<file path="src/rtl/vco_555_rc_lowpass.sv">
// ---------------------------------------------------------------------------
// vco_555_rc_lowpass
//
// Purpose
//   Behavioural 555 astable VCO whose square-wave output drives a first-order
//   RC low-pass filter. Both stages advance one step per audio_clk_en strobe,
//   and both the raw and the filtered waveform are exported to the mixer.
//
//   The timing capacitor voltage (v_cap) charges toward VCC with coefficient
//   K_CHG and discharges toward ground with K_DIS. The thresholds follow the
//   555 control pin: upper = vc, lower = vc/2. Pulling v_control to zero or
//   below halts the oscillator: the phase is pinned to DISCHARGE, so v_cap
//   bleeds off and out stays at 0.
//
//   All coefficients are Q16 (65536 = 1.0) integers derived at elaboration
//   from the component values and the sample period dt = 1/SAMPLE_RATE.
//
// Ports
//   clk           in   1   system clock
//   reset         in   1   synchronous active-high reset, wins over the strobe
//   audio_clk_en  in   1   one-clk-wide sample strobe
//   v_control     in   16  signed control voltage, 32767 = VCC
//   out           out  16  signed raw VCO output (32767 or 0)
//   filtered_out  out  16  signed RC-filtered output
//
// Build option
//   VCO_LPF_DC_BLOCK_EN : when defined, a DC blocker follows the RC filter
//                         and filtered_out carries the blocked signal.
//
// Handshake
//   audio_clk_en is a plain enable: every rising clk edge that sees it high
//   advances one sample; outputs change only on those edges and hold between.
//
// FSM visibility
//   phase_q is the oscillator phase register (PH_CHARGE / PH_DISCHARGE);
//   monitors bind to it directly.
// ---------------------------------------------------------------------------
module vco_555_rc_lowpass #(
    parameter int unsigned CLOCK_RATE  = 50000000,
    parameter int unsigned SAMPLE_RATE = 48000,
    parameter int unsigned R1_OHM      = 1000,
    parameter int unsigned R2_OHM      = 10000,
    parameter int unsigned C_VCO_NF    = 100,
    parameter int unsigned R_LPF_OHM   = 10000,
    parameter int unsigned C_LPF_NF    = 10
) (
    input  logic               clk,
    input  logic               reset,
    input  logic               audio_clk_en,
    input  logic signed [15:0] v_control,
    output logic signed [15:0] out,
    output logic signed [15:0] filtered_out
);

    // -----------------------------------------------------------------------
    // Elaboration-time checks and coefficients
    // -----------------------------------------------------------------------
    if (CLOCK_RATE < 2 * SAMPLE_RATE) begin : g_bad_rate
        $error("vco_555_rc_lowpass: CLOCK_RATE must be at least 2*SAMPLE_RATE");
    end

    // num/den clamped into the usable Q16 range [1, 65535].
    function automatic longint unsigned q16_coef(input longint unsigned num,
                                                 input longint unsigned den);
        longint unsigned q;
        if (den == 64'd0) q = 64'd65535;
        else              q = num / den;
        if (q < 64'd1)          q = 64'd1;
        else if (q > 64'd65535) q = 64'd65535;
        return q;
    endfunction

    // Capacitances are in nF, so 65536 * 1e9 carries both the Q16 scale and
    // the nano prefix: K = 65536 * dt / (R*C) = 65536e9 / (SR * R * C_nF).
    localparam longint unsigned Q16_NS  = 64'd65536 * 64'd1000000000;
    localparam longint unsigned DEN_CHG = 64'(SAMPLE_RATE) * 64'(R1_OHM + R2_OHM) * 64'(C_VCO_NF);
    localparam longint unsigned DEN_DIS = 64'(SAMPLE_RATE) * 64'(R2_OHM) * 64'(C_VCO_NF);
    // dt/(RC+dt) = 1 / (1 + SR*R*C) = 1e9 / (1e9 + SR*R*C_nF)
    localparam longint unsigned DEN_LPF = 64'(SAMPLE_RATE) * 64'(R_LPF_OHM) * 64'(C_LPF_NF)
                                          + 64'd1000000000;

    localparam int K_CHG = int'(q16_coef(Q16_NS, DEN_CHG));
    localparam int K_DIS = int'(q16_coef(Q16_NS, DEN_DIS));
    localparam int A_LPF = int'(q16_coef(Q16_NS, DEN_LPF));

    // Same coefficients as 17-bit signed multiplier operands (always positive).
    localparam logic signed [16:0] K_CHG_S = 17'(K_CHG);
    localparam logic signed [16:0] K_DIS_S = 17'(K_DIS);
    localparam logic signed [16:0] A_LPF_S = 17'(A_LPF);

    localparam logic signed [17:0] Y_MAX = 18'sd32767;
    localparam logic signed [17:0] Y_MIN = -18'sd32768;

    // -----------------------------------------------------------------------
    // State
    // -----------------------------------------------------------------------
    typedef enum logic {
        PH_CHARGE    = 1'b0,
        PH_DISCHARGE = 1'b1
    } phase_t;

    phase_t             phase_q, phase_d;
    logic        [16:0] v_cap_q, v_cap_d;
    logic signed [15:0] out_q,   out_d;
    logic signed [17:0] y_q,     y_d;

    // -----------------------------------------------------------------------
    // Control voltage and thresholds
    // -----------------------------------------------------------------------
    logic        halt;
    logic [16:0] vc;
    logic [16:0] th;
    logic [16:0] tl;

    assign halt = (v_control <= 16'sd0);
    assign vc   = (v_control < 16'sd1024)  ? 17'd1024  :
                  (v_control > 16'sd31129) ? 17'd31129 :
                                             17'($unsigned(v_control));
    assign th   = vc;
    assign tl   = vc >> 1;

    // -----------------------------------------------------------------------
    // Charge step: v_cap += ((32767 - v_cap) * K_CHG) >> 16, minimum +1.
    // A non-positive headroom contributes nothing, leaving only the +1 floor.
    // -----------------------------------------------------------------------
    logic signed [17:0] chg_diff;
    logic signed [16:0] chg_opnd;
    logic signed [33:0] chg_prod;
    logic        [16:0] chg_raw;
    logic        [16:0] chg_step;
    logic        [17:0] chg_sum;
    logic        [16:0] chg_next;

    assign chg_diff = 18'sd32767 - $signed({1'b0, v_cap_q});
    assign chg_opnd = (chg_diff > 18'sd0) ? 17'(chg_diff) : 17'sd0;
    assign chg_prod = 34'(chg_opnd) * 34'(K_CHG_S);
    assign chg_raw  = 17'(chg_prod >>> 16);
    assign chg_step = (chg_raw == 17'd0) ? 17'd1 : chg_raw;
    assign chg_sum  = 18'(v_cap_q) + 18'(chg_step);
    assign chg_next = chg_sum[17] ? 17'h1FFFF : chg_sum[16:0];

    // -----------------------------------------------------------------------
    // Discharge step: v_cap -= (v_cap * K_DIS) >> 16, minimum -1 while > 0.
    // The operand is limited to the 17-bit signed range; v_cap never gets
    // near that bound because charging stops at the upper threshold.
    // -----------------------------------------------------------------------
    logic signed [16:0] dis_opnd;
    logic signed [33:0] dis_prod;
    logic        [16:0] dis_raw;
    logic        [16:0] dis_step;
    logic        [16:0] dis_next;

    assign dis_opnd = (v_cap_q > 17'd65535) ? 17'sd65535 : $signed(v_cap_q);
    assign dis_prod = 34'(dis_opnd) * 34'(K_DIS_S);
    assign dis_raw  = 17'(dis_prod >>> 16);
    assign dis_step = ((dis_raw == 17'd0) && (v_cap_q != 17'd0)) ? 17'd1 : dis_raw;
    assign dis_next = (dis_step > v_cap_q) ? 17'd0 : (v_cap_q - dis_step);

    // A halted oscillator keeps discharging regardless of the stored phase.
    assign v_cap_d = (halt || (phase_q == PH_DISCHARGE)) ? dis_next : chg_next;

    // -----------------------------------------------------------------------
    // Phase FSM: transitions look at the already-updated v_cap.
    // -----------------------------------------------------------------------
    always_comb begin
        phase_d = phase_q;
        if (halt) begin
            phase_d = PH_DISCHARGE;
        end else begin
            case (phase_q)
                PH_CHARGE:    if (v_cap_d >= th) phase_d = PH_DISCHARGE;
                PH_DISCHARGE: if (v_cap_d <= tl) phase_d = PH_CHARGE;
                default:      phase_d = PH_CHARGE;
            endcase
        end
    end

    assign out_d = (!halt && (phase_d == PH_CHARGE)) ? 16'sd32767 : 16'sd0;

    // -----------------------------------------------------------------------
    // RC low-pass: y += ((x - y) * A_LPF) >>> 16, x = the new out value, so
    // the filter responds in the same sample the square wave changes.
    // |x - y| <= 65535 because y is kept inside the 16-bit range.
    // -----------------------------------------------------------------------
    logic signed [16:0] flt_diff;
    logic signed [33:0] flt_prod;
    logic signed [17:0] flt_step;
    logic signed [18:0] flt_sum;

    assign flt_diff = 17'(18'(out_d) - y_q);
    assign flt_prod = 34'(flt_diff) * 34'(A_LPF_S);
    assign flt_step = 18'(flt_prod >>> 16);
    assign flt_sum  = 19'(y_q) + 19'(flt_step);
    assign y_d      = (flt_sum > 19'(Y_MAX)) ? Y_MAX :
                      (flt_sum < 19'(Y_MIN)) ? Y_MIN :
                                               18'(flt_sum);

    // -----------------------------------------------------------------------
    // Registers
    // -----------------------------------------------------------------------
    always_ff @(posedge clk) begin
        if (reset) begin
            phase_q <= PH_CHARGE;
            v_cap_q <= 17'd0;
            out_q   <= 16'sd0;
            y_q     <= 18'sd0;
        end else if (audio_clk_en) begin
            phase_q <= phase_d;
            v_cap_q <= v_cap_d;
            out_q   <= out_d;
            y_q     <= y_d;
        end
    end

    assign out = out_q;

`ifdef VCO_LPF_DC_BLOCK_EN
    // -----------------------------------------------------------------------
    // DC blocker: z = y - y_prev + z_prev - (z_prev >>> 8).
    // y_q is the previous filter sample at the moment y_d is formed, so it
    // serves as y_prev without a separate register.
    // -----------------------------------------------------------------------
    logic signed [15:0] z_q;
    logic signed [15:0] z_d;
    logic signed [19:0] dc_sum;

    assign dc_sum = 20'(y_d) - 20'(y_q) + 20'(z_q) - 20'(z_q >>> 8);
    assign z_d    = (dc_sum > 20'sd32767)  ? 16'sd32767  :
                    (dc_sum < -20'sd32768) ? -16'sd32768 :
                                             16'(dc_sum);

    always_ff @(posedge clk) begin
        if (reset) begin
            z_q <= 16'sd0;
        end else if (audio_clk_en) begin
            z_q <= z_d;
        end
    end

    assign filtered_out = z_q;
`else
    // y is saturated to the 16-bit range, so the truncation is lossless.
    assign filtered_out = 16'(y_q);
`endif

endmodule

</file>
<file path="config.mk">
export PLATFORM = sky130hd
export DESIGN_NAME = vco_555_rc_lowpass
export DESIGN_NICKNAME = d
export VERILOG_FILES = /design/src/rtl/vco_555_rc_lowpass.sv
export SDC_FILE = /design/constraint.sdc
export NUM_CORES = 1
export LEC_CHECK = 0
export CORE_MARGIN = 4
export CORE_UTILIZATION = 57
export CTS_BUF_LIST = sky130_fd_sc_hd__clkbuf_8
export DETAILED_ROUTE_END_ITERATION = 8
export PLACE_DENSITY_LB_ADDON = 0.2
export SYNTH_ARGS = -nofsm -noshare
export SYNTH_HDL_FRONTEND = slang
export SYNTH_SLANG_ARGS = --single-unit
</file>
<file path="constraint.sdc">
create_clock -name clk -period 50.3 [get_ports clk]
set_input_delay 12.575 -clock clk [delete_from_list [all_inputs] [get_ports clk]]
set_output_delay 12.575 -clock clk [all_outputs]
set_load 0.1 [all_outputs]
</file>
==> results of run 1 <==
## cells in the mapped netlist (all sizes together), types with 3 or more instances
cell     number  area, sq um
ha          381         4770
inv         327         1230
fa          185         3700
nor2        117          439
nand2        86          323
a21oi        85          425
xnor2        66          578
o21ai        55          275
dfxtp        37          741
buf          32          236
a21o         28          210
o21a         28          210
nand3        26          130
nor3         25          125
nor2b        22          138
or3          22          138
xor2         21          184
clkbuf       18         67.6
nand2b       18          113
nand4        17          106
a221oi       15          138
nor4         12         75.1
o211ai       12         90.1
o32ai        11         96.3
a211oi       10         85.1
a31oi        10         62.6
and3         10         62.6
o22ai         9         56.3
or4           8         60.1
o21bai        7         52.6
o31ai         7         52.6
a31o          5         43.8
a41oi         5         43.8
and2          5         31.3
mux2i         5         50.1
o31a          5         43.8
a2111oi       4         35.0
a211o         4         35.0
or2           4         25.0
a21boi        3         22.5
a2bb2oi       3         26.3
a311oi        3         26.3
o311ai        3         26.3
## layer usage
layer,share of wire,track usage,up-vias
li1,-,-,6117
met1,0.50,0.382,5863
met2,0.43,0.401,338
met3,0.050,0.0314,58
met4,0.024,0.0652,2
met5,0.00034,0,-
## critical path: cells and delay by family
family / cells / cell delay (ns)
and+or+nand+nor: 12 / 2.42
buffers and inverters: 7 / 1.74
adders and majority gates: 10 / 3.64
xor gates and xnor gates: 1 / 0.12
AOI/OAI and AO/OA: 26 / 7.23
## through the flow
step	instances	util	setup WS [ns]	instance area (sq um)
final	2153	0.610	22.73	16400
after global routing	2153	0.610	21.59	16400
after CTS	2152	0.610	22.89	16400
after detailed placement	2144	0.607	22.65	16300
after global placement	2144	0.607	22.89	16300
after floorplan	1797	-	22.74	15700
## worst max-delay path by stage
| stage | start | to | slack (ns) | depth (start not counted) |
|---|---|---|---|---|
| 3_5_place_dp | v_control[15] | y_q[0] | 22.65 | 56 |
| 6_report | v_control[15] | y_q[0] | 22.73 | 56 |
| 3_3_place_gp | v_control[15] | y_q[0] | 22.89 | 56 |
| 2_1_floorplan | v_control[15] | y_q[10] | 22.74 | 55 |
| 5_1_grt | v_control[15] | y_q[0] | 21.59 | 57 |
| 4_1_cts | v_control[15] | y_q[0] | 22.89 | 56 |
## layout by cell type, fill, tap and decap left out, types with 9 or more instances in the layout
master	count
nor2b_1	22
inv_1	327
a21o_1	28
o22ai_1	9
o32ai_1	11
nand2b_1	18
nor2_1	117
nor3_1	25
o21a_1	28
clkdlybuf4s50_1	49
nand3_1	26
dfxtp_1	37
xor2_1	21
a31oi_1	10
nand4_1	17
conb_1	16
o211ai_1	12
ha_1	381
and3_1	10
a21oi_1	85
a221oi_1	14
fa_1	185
o21ai_0	55
xnor2_1	65
or3_1	22
nand2_1	86
nor4_1	12
## area by class of cell
class	count	area, sq um
multi-input combinational	1383	13400
fill	2359	10500
inverter	327	1230
sequential	37	741
timing repair buffer	56	543
tap	341	427
clock buffer	5	68.8
clock inverter	3	17.5
antenna	1	2.50
## flip-flops by register name, summed over array words and instances (netlist names)
| register | count |
|---|---|
| y_q | 18 |
| phase_q | 1 |
| out | 1 |
| v_cap_q | 17 |
## cell families after synthesis
logic type	Yosys count	share of synthesized area
AO/OA/AOI/OAI	329	0.143
XOR/XNOR	87	0.0488
adder cells (fa/ha/maj)	566	0.542
buffers and inverters	377	0.0980
flip-flops	37	0.0474
multiplexers	5	0.00320
other	2	0.000481
AND/OR/NAND/NOR	380	0.117
==> impl_metrics.json, run 1 <==
{
  "status": "complete, no violations",
  "worstSetupEndpointType": "flip-flop",
  "hold_ws_ns": 0.503,
  "r2r_slack_ns": 27.52,
  "grt_pass1_vias": 12474,
  "drive_above_1_share": 0.0166,
  "path_clk_slew_ns": 0.08,
  "cp_common_cell": "ha_1",
  "tightest_slew_ns": 1.12,
  "synth-seq-cells": 37,
  "tns_ns": 0,
  "core_area_sq_um": 27000,
  "grt.overflow.total": 0,
  "wl_per_cell_microns": 17.7,
  "synthCells": 1783,
  "cts_buffers": 5,
  "cap_violations": 0,
  "drc_errors": 0,
  "max_freq_ghz": 0.0363,
  "cts-resized-gates": 0,
  "dieArea_sq_um": 30100,
  "start_util": 0.580,
  "reg2reg_depth": 81,
  "hold_path.class": "reg -> reg",
  "routed_wl_microns": 38200,
  "ys.flop_type": "dfxtp_1",
  "finalHoldViolations": 0,
  "r2r-start": "v_cap_q[13]",
  "rsz0062_at_grt": "false",
  "critPathArrivalTime_ns": 27.77,
  "num_rows": 60,
  "htree_num_levels": 2,
  "synthToLayoutAreaGrowth_pct": 5.21,
  "grt_start_max_net_pins": 36,
  "skew_ns": 0.00778,
  "critPathLaunchType": "primary input",
  "hp-start": "y_q[17]",
  "layout_min_cycle_time_ns": 27.57,
  "grt_usage": 0.258,
  "viasPerCell": 5.75,
  "yosysSeqAreaShare": 0.0474,
  "hold_end": "y_q[17]",
  "hold_buffers": 0,
  "worstSkewPairLatency_ns": 0.31,
  "cp_slowest_cell": "a2111oi_0",
  "clk_path_buf_depth": 2,
  "maxSlewViolCount": 0,
  "hold_path_depth": 1,
  "synth-edff-count": 0,
  "io_buffers": 49,
  "path_class": "in -> reg",
  "timing.rr.end": "y_q[0]",
  "max_slew_margin": 0.255,
  "synth_area_sq_um": 15600,
  "cts_tree": "yes",
  "fin_nets": 2395,
  "root_buffer": "clkbuf_8",
  "hpwl_microns": 33500,
  "first_pass_iters": 7,
  "required_ns": 50.50,
  "grt_pass1_wl_microns": 63900,
  "fin_crit_sh": 0.548,
  "die_y_microns": 174,
  "synth_async_sr_flop_share": 0,
  "finalSetupViolCount": 0,
  "critPathMaxStageDelay_ns": 0.68,
  "die_x_microns": 174,
  "drtIter0Drc": 876,
  "syn_avg_cell_area_sq_um": 8.76,
  "cp_max_fo": 16,
  "gp_congestion": 0.923,
  "antenna_found_initial": 2,
  "post_cts_buffers": 0,
  "yosys.cell_types.count": 63,
  "yosys_warnings": 0,
  "drtAntennaViolNets": 0,
  "cts_sinks": 37,
  "dr_total_vias": 12378,
  "io_pins": 51
}
Power of run 1 is not shown: default switching activity piles up to over one toggle a cycle in this logic, so the estimate is an artifact.
==> run 2, diff against run 1 <==
- clock period: 50.3 -> 26.6 ns (I/O delays scaled with it)
==> run 2 against run 1 <==
Net effect:
- setup slack lost 19 ns
- critical path depth rose by 23
- sequential share of layout area stayed put
- count of clock-buffer cells in the layout is 1 higher
- hold slack worse by 0.033 ns
- cell area unchanged
- sequential cell count stayed put
- die area unchanged
- non-clock buffer count fell by 4
- global-route usage down 0.090 points
- via count rose by 0.46%
- wire length grew 0.38%
==> impl_metrics.json, run 2 (synthesized netlist as in run 1, its figures left out) <==
{
  "drc_errors": 0,
  "io_pins": 51,
  "skew_ns": 0.00502,
  "grt_pass1_vias": 12808,
  "root_buffer": "clkbuf_8",
  "post-route-util": 0.610,
  "critPathArrivalTime_ns": 23.12,
  "path_class": "reg -> reg",
  "drtAntennaViolNets": 0,
  "top_regs": "y_q (18), v_cap_q (17)",
  "drive_above_1_share": 0.0138,
  "synthToLayoutAreaGrowth_pct": 5.21,
  "cp_common_cell": "ha_1",
  "status": "complete, no violations",
  "cp_slowest_cell": "nor2_1",
  "required_ns": 26.79,
  "wl_per_cell_microns": 17.8,
  "cts-resized-gates": 0,
  "cp_max_fo": 16,
  "cts_tree": "yes",
  "final_common_cell": "ha_1",
  "num-fill-cells": 2411,
  "largest_register_ffs": 18,
  "grt_usage": 0.257,
  "dr_total_vias": 12435,
  "clk_path_buf_depth": 2,
  "viasPerCell": 5.79,
  "layout_common_cells": "ha_1, inv_1, fa_1",
  "start_util": 0.580,
  "worstSetupEndpointType": "flip-flop",
  "finalSetupViolCount": 0,
  "tightest_slew_ns": 1.16,
  "core_area_sq_um": 27000,
  "path_clk_slew_ns": 0.08,
  "hpwl_microns": 33900,
  "post_cts_buffers": 0,
  "fin_crit_sh": 0.862,
  "io_buffers": 49,
  "critPathMaxStageDelay_ns": 0.90,
  "layout_min_cycle_time_ns": 22.93,
  "regMostFlops": "y_q",
  "grt_pass1_wl_microns": 63900,
  "worstSkewPairLatency_ns": 0.30,
  "hold_path.class": "reg -> reg",
  "first_pass_iters": 5,
  "max_freq_ghz": 0.0436,
  "maxSlewViolCount": 0,
  "die_x_microns": 174,
  "antenna_found_initial": 2,
  "cap_violations": 0,
  "htree_num_levels": 2,
  "cts_sinks": 37,
  "grt_start_max_net_pins": 36,
  "gp_congestion": 0.940,
  "fin_nets": 2391,
  "dieArea_sq_um": 30100,
  "routed_wl_microns": 38300,
  "tns_ns": 0,
  "hold_buffers": 0,
  "grt.overflow.total": 0,
  "rsz0062_at_grt": "false",
  "finalHoldViolations": 0,
  "die_y_microns": 174,
  "cts_buffers": 5,
  "critPathLaunchType": "flip-flop",
  "num_rows": 60,
  "max_slew_margin": 0.222,
  "drtIter0Drc": 766
}
==> run 2: changes by cell type in the layout (fill, tap and decap cells not counted), sizes merged <==
cell | before | now
clkinvlp | 1 | 0
inv | 327 | 328
clkbuf | 5 | 6
bufinv | 0 | 1
clkinv | 2 | 0
buf | 7 | 3
==> run 2: metrics by stage <==
stage / cells / hold WS (ns) / cell area, sq um / worst slack (ns)
after floorplan: 1797 / 0.434 / 15700 / 4.82
after global placement: 2140 / 0.448 / 16300 / 4.12
after detailed placement: 2140 / 0.458 / 16300 / 3.82
after CTS: 2148 / 0.479 / 16400 / 3.77
after global routing: 2149 / 0.512 / 16400 / 1.82
final: 2149 / 0.470 / 16400 / 3.67
==> run 2: cell type report <==
class | count | area, sq um | area share
Inverter | 327 | 1230 | 0.0747
Clock buffer | 6 | 82.6 | 0.00502
Sequential cell | 37 | 741 | 0.0451
Antenna cell | 1 | 2.50 | 0.000152
Tap cell | 341 | 427 | 0.0260
Clock inverter | 2 | 33.8 | 0.00206
Timing Repair Buffer | 52 | 513 | 0.0312
Multi-Input combinational cell | 1383 | 13400 | 0.816
==> run 2: worst max-delay path, delay by kind of cell (launching register included) <==
kind	cells	cell delay [ns]
buf+inv	7	1.09
simple gates	17	4.34
xor+xnor	2	0.25
compound gates	36	9.57
fa+ha+maj	17	6.86
flops	1	0.62
==> run 2: layer usage <==
layer	global-route usage	up-vias	routed length, microns
met1	0.349	5943	17400
li1	-	6111	-
met2	0.432	315	18000
met4	0.0758	2	1080
met3	0.0301	64	1820
met5	0	-	7
==> run 2: final timing paths <==
path	start	to	slack [ns]	cells past startpoint
max	v_cap_q[13]	y_q[0]	3.67	79
min	y_q[17]	y_q[17]	0.47	1
max reg2reg	v_cap_q[13]	y_q[0]	3.67	79
min reg2reg	y_q[17]	y_q[17]	0.47	1
Power of run 2 is left out for the same reason.
==> variant (flow settings as in run 2) <==
Build with the macro `VCO_LPF_DC_BLOCK_EN` defined.
--- a/src/rtl/vco_555_rc_lowpass.sv
+++ b/src/rtl/vco_555_rc_lowpass.sv
@@ -35,6 +35,8 @@
 //   phase_q is the oscillator phase register (PH_CHARGE / PH_DISCHARGE);
 //   monitors bind to it directly.
 // ---------------------------------------------------------------------------
+`define VCO_LPF_DC_BLOCK_EN
+
 module vco_555_rc_lowpass #(
     parameter int unsigned CLOCK_RATE  = 50000000,
     parameter int unsigned SAMPLE_RATE = 48000,
Function: changed (Yosys sat finds a counterexample within 4 cycles, from zero or initial values and one cycle with reset high).
==> variant against run 2 <==
Global-route usage decreased by 0.79 points; synthesized area increased by 16%; cell count increased by 14%; synthesized cell count increased by 13%; wire length increased by 13%; highest routed layer is now met4; final area increased by 16%; setup slack got worse by 1.7 ns; sequential cell count increased by 16.
Power is left out: the tool's default activity adds up to more than one toggle a clock period on the data nets, which glitch-free logic cannot reach.
==> variant: results (changes against run 2) <==
* Post-Route WL at 43200 µm (+13%)
* Cells after Synth at 2018 (+13%)
* Max stage delay on crit path at 0.62 ns (-0.28 ns)
* Worst Skew at 0.0114 ns (+0.00641 ns)
* Worst path slowest cell: dfxtp_1
* FF-to-FF setup slack at 1.95 ns (-1.73 ns)
* Synth top area cells: ha_1 (28%), fa_1 (24%), inv_1 (7.1%), dfxtp_1 (5.9%), xnor2_1 (2.9%)
* DP HPWL at 37600 µm (+11%)
* N_diodes at 0 (-1)
* Count of cell types in the netlist at 73 (+16%)
* DR iter-0 viols at 602 (-21%)
* Placed cells at 2439 (+14%)
* Via count at 14200 (+14%)
* Worst hold path type: flop to flop
* Crit path max fanout at 15 (-1)
* Gpl congestion at 0.936 (-0.40%)
* Nets at 2689 (+12%)
* Largest net degree at the start of global routing at 48 (+33%)
* # fillers at 2802 (+16%)
* Largest register FFs at 18 (unchanged)
* Drt via density at 5.82 (+0.59%)
* Hold WS at 0.523 ns (+0.0521 ns)
* Sequential-to-total area share from yosys stat at 5.85% (+1.1 points)
* Share of cells above drive strength 1 at 3.18% (+1.8 points)
* CP arrival at 24.83 ns (+1.71 ns)
* Status: finished, final reports clean
* Initial antenna violation count at 0 (-2)
* Clk_lat worst skew at 0.32 ns (+0.02 ns)
* Ys async rst share at 0% (unchanged)
* Setup WS pre-CTS at 1.60 ns (-2.22 ns)
* Area after DPL at 19000 µm² (+16%)
* First-pass GRT wire length at 72900 µm (+14%)
* Top cells by count, synth: ha_1 (407), inv_1 (343), fa_1 (219), nor2_1 (121), a21oi_1 (92)
* Vias in the first global route at 14900 (+16%)
* Reg clk slew, reported paths at 0.11 ns (+0.03 ns)
* Total Routing Usage GR at 24.9% (-0.79 points)
* CP delay by family, top: adder cells
* Fmax at 40.6 MHz (-7.0%)
* Slew at the pin closest to its max-slew limit at 1.13 ns (-0.0345 ns)
==> variant: logic make-up after synthesis <==
| logic type | count (synthesis) | share of synthesized area, % |
|---|---|---|
| compound gates | 406 | 15.9 |
| flops | 53 | 5.85 |
| mux | 3 | 0.173 |
| buf+inv | 393 | 8.53 |
| xor+xnor | 115 | 5.56 |
| fa+ha+maj | 626 | 52.3 |
| simple gates | 420 | 11.7 |
| other cells | 2 | 0.0414 |
==> variant: cell type report <==
cell class	count	area, µm²	area share [%]
Inverter	344	1290	6.78
Timing Repair Buffer	54	518	2.72
Sequential cell	53	1060	5.57
Clock inverter	1	7.51	0.0394
Clock buffer	6	82.6	0.433
Multi-Input combinational cell	1586	15600	81.8
Tap cell	402	503	2.64
==> variant: worst min-delay path, stage by stage (launching register included) <==
cell and delay [ns]:
dfxtp_1 0.35, nor2_1 0.09, a311oi_1 0.04
==> variant: final timing paths <==
| kind | from | to | cells after the start |
|---|---|---|---|
| worst max-delay path | v_cap_q[14]$_SDFFE_PP0P_ | filtered_out[13]$_SDFFE_PP0P_ | 96 |
| worst min-delay path | y_q[2]$_SDFFE_PP0P_ | y_q[2]$_SDFFE_PP0P_ | 2 |
| worst max register to register | v_cap_q[14]$_SDFFE_PP0P_ | filtered_out[13]$_SDFFE_PP0P_ | 96 |
| worst min register to register | y_q[2]$_SDFFE_PP0P_ | y_q[2]$_SDFFE_PP0P_ | 2 |
==> variant: metal layers <==
metal / global-route usage, % / routed length (µm) / vias to the layer above
li1: - / - / 6952
met1: 31.0 / 18000 / 6904
met2: 46.3 / 22500 / 286
met3: 1.81 / 1330 / 95
met4: 7.22 / 1390 / 0
met5: 0 / 0 / -
==> variant: repair_timing <==
item                       CTS  global route
setup buffers                0             0
setup endpoints to repair    0            16
gates resized for setup      0             3
hold buffers                 0             0
